--- src/rtl/slice_packer.sv ---
// -----------------------------------------------------------------------------
// slice_packer
//
// Packs a stream of 32-bit lane values into 96-bit words and writes them to a
// RAM of NUM_WORDS entries. Lanes fill in the order [31:0], [63:32], [95:64].
// A completed word, or a flushed partial word whose empty lanes hold PAD_VALUE,
// is written one cycle after the lane or flush that completes it.
//
// Handshake: a lane moves on a rising edge where in_valid & in_ready are both
// high. in_ready does not depend on in_valid. in_valid may be raised while
// in_ready is low. Such a lane is dropped, and after the first start it sets
// the sticky overflow flag.
//
// Ports
//   clk            single clock, rising edge
//   rst            asynchronous reset, active low
//   start          pulse: clear address and lane state, then begin a fill
//   in_valid       in_data is valid this cycle
//   in_data [31:0] lane value
//   in_ready       lanes are accepted this cycle
//   flush          pulse: write any partial word, padded
//   ram_address    RAM write address
//   ram_data       assembled 96-bit word
//   ram_wren       one-cycle write strobe
//   slice_state    next lane to fill (1..3), 0 when idle
//   words_written  words written since the last start
//   done           one-cycle pulse after the write to the last address
//   overflow       sticky, set when a lane arrives while not accepting
//   fsm_state      debug view of the control FSM (0 = IDLE, 1 = FILL)
// -----------------------------------------------------------------------------
module slice_packer #(
  parameter int unsigned NUM_WORDS = 2048,
  parameter logic [31:0] PAD_VALUE = 32'h0000_0000
) (
  input  logic        clk,
  input  logic        rst,
  input  logic        start,
  input  logic        in_valid,
  input  logic [31:0] in_data,
  output logic        in_ready,
  input  logic        flush,
  output logic [10:0] ram_address,
  output logic [95:0] ram_data,
  output logic        ram_wren,
  output logic [1:0]  slice_state,
  output logic [11:0] words_written,
  output logic        done,
  output logic        overflow,
  output logic        fsm_state
);

  localparam logic [10:0] LAST_ADDR  = 11'(NUM_WORDS - 1);
  localparam logic [11:0] WORD_LIMIT = 12'(NUM_WORDS);

  typedef enum logic {
    S_IDLE = 1'b0,
    S_FILL = 1'b1
  } state_t;

  state_t      state_q, state_d;
  logic [1:0]  lane_q;
  logic [31:0] lane1_q, lane2_q;
  logic [10:0] addr_q;
  logic [11:0] count_q;
  logic [95:0] data_q;
  logic        wren_q, done_q, ovf_q, started_q;

  logic        write_ok, last_write, accept, write_now;
  logic [1:0]  filled;
  logic [31:0] w1, w2;
  logic [95:0] word_d;

  // Datapath decisions for the current cycle.
  always_comb begin
    // A start in the strobe cycle cancels the registered write.
    write_ok   = wren_q & ~start;
    last_write = write_ok & (addr_q == LAST_ADDR);
    // start wins over a lane presented in the same cycle.
    accept     = in_valid & in_ready & ~start;
    // Lanes holding data once this cycle's lane (if any) is taken.
    filled     = accept ? lane_q : (lane_q - 2'd1);
    write_now  = (state_q == S_FILL) & ~start & (count_q != WORD_LIMIT) &
                 ((filled == 2'd3) | (flush & (filled != 2'd0)));
    w1         = (accept && lane_q == 2'd1) ? in_data : lane1_q;
    w2         = (accept && lane_q == 2'd2) ? in_data : lane2_q;
    word_d     = {(filled == 2'd3) ? in_data : PAD_VALUE,
                  (filled >= 2'd2) ? w2      : PAD_VALUE,
                  (filled >= 2'd1) ? w1      : PAD_VALUE};
  end

  // FSM: state register.
  always_ff @(posedge clk or negedge rst) begin
    if (!rst) state_q <= S_IDLE;
    else      state_q <= state_d;
  end

  // FSM: next state. FILL stays on through the final write strobe and
  // returns to IDLE together with the done pulse.
  always_comb begin
    state_d = state_q;
    case (state_q)
      S_IDLE: if (start) state_d = S_FILL;
      S_FILL: begin
        if (start)           state_d = S_FILL;
        else if (last_write) state_d = S_IDLE;
      end
      default: state_d = S_IDLE;
    endcase
  end

  // FSM: outputs. in_ready drops as soon as the last word has been queued.
  always_comb begin
    in_ready    = (state_q == S_FILL) && (count_q != WORD_LIMIT);
    slice_state = (state_q == S_FILL) ? lane_q : 2'd0;
    ram_wren    = write_ok;
    fsm_state   = state_q;
  end

  // Datapath registers.
  always_ff @(posedge clk or negedge rst) begin
    if (!rst) begin
      lane_q    <= 2'd1;
      lane1_q   <= '0;
      lane2_q   <= '0;
      addr_q    <= '0;
      count_q   <= '0;
      data_q    <= '0;
      wren_q    <= 1'b0;
      done_q    <= 1'b0;
      ovf_q     <= 1'b0;
      started_q <= 1'b0;
    end else if (start) begin
      lane_q    <= 2'd1;
      lane1_q   <= '0;
      lane2_q   <= '0;
      addr_q    <= '0;
      count_q   <= '0;
      wren_q    <= 1'b0;
      done_q    <= 1'b0;
      ovf_q     <= 1'b0;
      started_q <= 1'b1;
    end else begin
      wren_q <= write_now;
      done_q <= last_write;
      // The address holds at the last entry instead of wrapping.
      if (write_ok && addr_q != LAST_ADDR) addr_q <= addr_q + 11'd1;
      if (accept && lane_q == 2'd1) lane1_q <= in_data;
      if (accept && lane_q == 2'd2) lane2_q <= in_data;
      if (write_now) begin
        data_q  <= word_d;
        count_q <= count_q + 12'd1;
        lane_q  <= 2'd1;
      end else if (accept) begin
        lane_q  <= lane_q + 2'd1;
      end
      if (in_valid && !in_ready && started_q) ovf_q <= 1'b1;
    end
  end

  assign ram_address   = addr_q;
  assign ram_data      = data_q;
  assign words_written = count_q;
  assign done          = done_q;
  assign overflow      = ovf_q;

endmodule

--- config.mk ---
export PLATFORM = sky130hd
export DESIGN_NAME = slice_packer
export DESIGN_NICKNAME = d
export VERILOG_FILES = /design/src/rtl/slice_packer.sv
export SDC_FILE = /design/constraint.sdc
export NUM_CORES = 1
export LEC_CHECK = 0
export CORE_MARGIN = 3
export CORE_UTILIZATION = 30
export DETAILED_ROUTE_END_ITERATION = 8
export PLACE_DENSITY_LB_ADDON = 0.1
export SETUP_SLACK_MARGIN = 0.05
export SLEW_MARGIN = 15
export SYNTH_ARGS = -nofsm -noshare
export SYNTH_HDL_FRONTEND = slang
export SYNTH_SLANG_ARGS = --single-unit
--- constraint.sdc ---
create_clock -name clk -period 2.81 [get_ports clk]
set_clock_uncertainty 0.15 [all_clocks]
set_input_delay 0.7025 -clock clk [delete_from_list [all_inputs] [get_ports clk]]
set_output_delay 0.7025 -clock clk [all_outputs]
set_load 0.1 [all_outputs]
== Word level (Yosys, flattened, before mapping) ==
Cells that the tools add are included.
Cells by class
  $add $sub $neg: 4
  order comparisons: 2
  eq/ne operators: 6
  reductions and logical operators: 13
  mux-type cells: 24
  bitwise gates (word level): 11
Operators by type and width (count)
  $mux 32: 7
  $mux 12: 2
  $mux 11: 2
  $add 12x1->12 const B: 1
  $ne 12x12->1 const B: 1
  $add 11x1->11 const B: 1
  $eq 11x11->1 const B: 1
  $ne 11x11->1 const B: 1
  $mux 2: 5
  $and 1x1->1: 8
  $reduce_bool 2->1: 4
  $mux 1: 7
  $logic_and 1x1->1: 6
  $eq 2x2->1 const B: 2
  $reduce_bool 3->1: 1
  $add 2x1->2 const B: 1
  $eq 2x1->1 const B: 1
  $ge 2x1->1 const B: 1
  $ge 2x2->1 const B: 1
  $not 1->1: 2
  $pmux 1 s2: 1
  $reduce_and 2->1: 1
  $sub 2x1->2 const B: 1
  $logic_not 1->1: 1
  $or 1x1->1: 1
Word-level totals
  word-level logic and storage cells: 71
  input bits: 37
  output and inout bits: 126
  flip-flop bits (word level): 190

== Longest topological paths before layout ==
  word-level depth: 11
  mapped depth: 10
  gate-level depth less buffers: 8

== Worst setup path after synthesis ==
Ideal clock, no wire load.
  kind: reg-to-reg
  start point: register count_q[0] (netlist: words_written[0])
  end point: register count_q[9] (netlist: words_written[9])
  stages on the path, launching flop included: 8
  library setup time: 69 ps
  data arrival time: 3533 ps
  slack: -943 ps
  required time: 2591 ps
  cell sequence: dfrtp_1 > inv_1 > ha_1 > and4bb_1 > a31oi_2 > o21ai_1 > or4_1 > nand2_1
On the way
  word-level cells in the longest chain between the ends: 10
  elaborated cells on any way between the ends: 15
  those cells by class: add/sub (1); eq/ne (2); mux (3); bitwise (6); reduce/logical (3)
RTL lines
  start: declaration: RTL line 64  | logic [11:0] count_q;
  start signal: assignment: RTL line 151  | count_q <= count_q + 12'd1;
  $ne 12x12->1 (*): RTL line 113  | in_ready = (state_q == S_FILL) && (count_q != WORD_LIMIT);
  $logic_and 1x1->1 (*): RTL line 113
  net in_ready: RTL line 40  | output logic in_ready,
  $and 1x1->1 (*) (2 in a row): RTL line 79  | accept = in_valid & in_ready & ~start;
  $mux 2 (*): RTL line 81  | filled = accept ? lane_q : (lane_q - 2'd1);
  $reduce_bool 2->1: RTL line 83  | ((filled == 2'd3) | (flush & (filled != 2'd0)));
  $and 1x1->1: RTL line 83
  $or 1x1->1 (*): RTL line 83
  $and 1x1->1 (*): RTL line 82  | write_now = (state_q == S_FILL) & ~start & (count_q != WORD_LIMIT) &
  $reduce_bool 2->1 (no line) (*)
Mark *: on every way through the listed nets, which the timed path passes. The rest lies on a longest branch. The select of a mux whose other input is x is not followed.
A chain may end at the register's enable or synchronous reset.

== Worst setup path after layout ==
  start point: register count_q[0] (netlist: words_written[0])
  end point: output port in_ready
On the way
  word-level cells in the longest chain between the ends: 2
RTL lines (RTL line)
  $ne 12x12->1: 113
  $logic_and 1x1->1: 113
  end: declaration: 40
No other way between the ends.

==> metrics.md <==
| Metric | Value |
|---|---|
| First drt pass iteration count | 4 |
| Hold Vio Cnt, Final | 0 |
| # nets final | 988 |
| Synth cell types | 50 |
| Most frequent cells after synthesis | 189 x dfrtp_1, 113 x nand2_1, 102 x a21oi_1 |
| # DRC | 0 |
| Leak Pwr | roughly 5.0 nW |
| CP Capture Type | output pin |
| Max Clk Rate | 0.375 GHz |
| Async set-or-reset flop fraction in the synthesized netlist | 100% |
| CTS HTree Levels | 4 |
| Worst Tran Pin Value | slightly above 0.6 ns |
| CTS Buf Count | 17 |
| Class of the tightest hold or removal check | input pin to async pin |
| Placeable Area | 0.0262 mm2 |
| CTS Sinks | 190 |
| Clock network latency to the later pin of the worst-skew pair | 0.43 ns |
| Initial drt markers | 337 |
| Slowest CP cell | dfrtp_4 |
| WHS | approximately 0.086 ns |
| Ys Warns | 0 |
| Minimum clock period | 2.67 ns |
| Die area | 0.0287 mm2 |
| Gate Count Post-Synth | 777 |
| Post-layout util | 40.6% |
| Cell taking the most area after synthesis | dfrtp_1 |
| Share of cells above drive strength 1 | 24.6% |
| Status | finished clean |
| Largest net degree at the start of global routing | 71 |
| Worst Path Arrival | between 1.5 and 2 ns |
| Vias in the first global route | 6290 |
| CTS root buf | clkbuf_16 |
| Die Wd | 170 um |
| CTS tree | built |
| Clock input transition at the sequential cells of the worst setup and hold paths | 0.08 ns |
| Final Total Pwr | 0.0111 W |
| Syn_nets | just over 800 |
| Clock Tree Buf Depth | 2 |
| Global route total overflow | 0 |
| Crit Path Max Fanout | 7 |
| Worst slew margin | 58.8% |
| RSZ-0062 raised after global routing | false |
| Yosys top cell area share | between 50% and 60% |
| Detailed-route via count | 6214 |
| Max Cap Viol | 0 |
| Area contributors post-synth | dfrtp_1 59%, a21oi_1 6.4%, nand2_1 5.3% |
| Mapped Avg Cell Area | 10.3 um2 |
| Routed WL per cell | 17.7 um |
| Starting Density | 30.6% |
| Post-synth EDFFs | 0 |
| Post-route clock period utilization | a little over nine tenths |
| Crit path max-delay family | flip-flops |
| Slowest cell delay on critical path | between 0.5 and 0.6 ns |
| PortBufs | 162 |
| Vias/cell | 4.81 |
| N_diodes | 0 |
| Hold_buf cts | 0 |
| Dpl hpwl | 14900 um |
| Final count of negative-setup-slack endpoints | 0 |
| Final ANT Viol Nets | 0 |
| GRT Resource Usage Total | between 10% and 20% |
| Gpl congestion | between 0.7 and 0.8 |
| Layout area overhead | 32.6% |
| I/O pin cnt | 163 |
| Synth Cell Area | about 0.008 mm2 |
| Top_reg_cell synth | dfrtp_1 |
| Crit start category | flop |
| Peak supply drop | 0.517 mV |
| Global-route wire length before repair | 36600 um |
| Flops & latches, synth | 190 |
| Power per cell area | 1040 mW/mm2 |
| Critical Path, Cell by Cell | inv_2 > ha_2 > and4bb_4 > a31oi_4 > buf_12 |
| Cell Rows | 59 |
| Crit Path Category | flop to output pin |
| Sequential share of the synthesized area | 59.3% |
| Die Span Y | 170 um |
| Final wirelength | around 23000 um |
| Crit path buf inv count | 2 |
| Initial antenna violation count | 0 |
| Top-count cell post-synth | dfrtp_1 |
| Max-slew violation count | 0 |
| Critical Path RT | 1.96 ns |
==> routing by layer <==
metal	routed length [um]	track usage, %	up-vias	part of all wire, %
met1	10900	22.6	3055	48
met2	10600	25.7	138	47
met3	1110	3.47	13	4.9
li1	-	-	3008	-
met5	0	0	-	0
met4	170	4.05	0	0.74
==> worst reg2reg max path, cell delays in order, from the launching register on <==
cell	delay (ns)
dfstp_2	0.53
inv_1	0.06
ha_1	0.31
nand2_1	0.07
a211oi_2	0.38
o21ai_4	0.17
or4_1	0.53
a21oi_1	0.17
==> logic make-up after synthesis <==
kind of cell | count (synthesis) | synth area share, %
XOR/XNOR | 10 | 1.09
AND/OR/NAND/NOR | 279 | 15.9
buffers and inverters | 59 | 3.32
adder cells (fa/ha/maj) | 5 | 0.780
multiplexers | 36 | 4.49
flip-flops | 190 | 59.3
AO/OA/AOI/OAI | 198 | 15.2
==> final timing paths <==
kind	from	slack, ns	cells after the start	endpoint
worst max-delay path	words_written[0]$_DFFE_PN0P_	0.14	5	in_ready
worst min-delay path	rst	0.09	1	ram_data[8]$_DFFE_PN0P_
worst max register to register	lane_q[0]$_DFFE_PN1P_	0.37	7	words_written[8]$_DFFE_PN0P_
worst min register to register	started_q$_DFFE_PN0P_	0.33	1	started_q$_DFFE_PN0P_
max in group asynchronous	rst	1.77	2	ram_data[35]$_DFFE_PN0P_
min in group clk	started_q$_DFFE_PN0P_	0.33	1	started_q$_DFFE_PN0P_
==> registers in the layout (all words and copies together) (netlist names) <==
register	count
lane_q	2
ram_address	11
fsm_state	1
started_q	1
overflow	1
done	1
words_written	12
lane1_q	32
wren_q	1
ram_data	96
lane2_q	32
==> stage by stage <==
stage	worst slack, ns	instances	cell area [um2]	TNS (ns)
after floorplan	0.0369	777	8070	0
after global placement	-0.0620	1260	10100	-0.370
after detailed placement	-0.0637	1260	10100	-1.47
after CTS	0.0615	1291	10600	0
after global routing	0.0703	1293	10600	0
final	0.145	1293	10600	0
==> cell usage in the layout, fill, tap and decap left out, types with 4 or more instances in the layout <==
cell type,n
nor2_1,85
o21ai_1,18
dfrtp_1,176
a22o_1,32
nand3_1,8
nand4_1,7
buf_12,14
inv_1,6
clkbuf_16,17
mux2i_1,35
inv_8,5
and3_1,7
dfrtp_2,11
clkinv_4,4
a21oi_1,102
o21ai_0,19
buf_4,151
nand2_1,112
ha_1,4
nand2b_1,34
xor2_1,10
clkdlybuf4s50_1,34
==> power by group <==
| group | switching (W) | total [W] | internal, W |
|---|---|---|---|
| Combinational | 0.00418 | 0.00523 | 0.00104 |
| Clock | 0.00118 | 0.00238 | 0.00120 |
| Sequential | 0.000288 | 0.00350 | 0.00321 |
==> layout make-up <==
cell class	instances	area, um2
Fill cell	2583	15600
Multi-Input combinational cell	528	3070
Clock buffer	18	439
Clock inverter	13	130
Inverter	9	33.8
Timing Repair Buffer	200	1770
Sequential cell	190	4780
Tap cell	335	419
==> timing repair <==
action	CTS	global route
setup endpoints to repair	1	1
buffers inserted	0	2
pin swaps	0	1
resized for setup	1	0
Note: power is estimated with default switching activity, not from simulation.
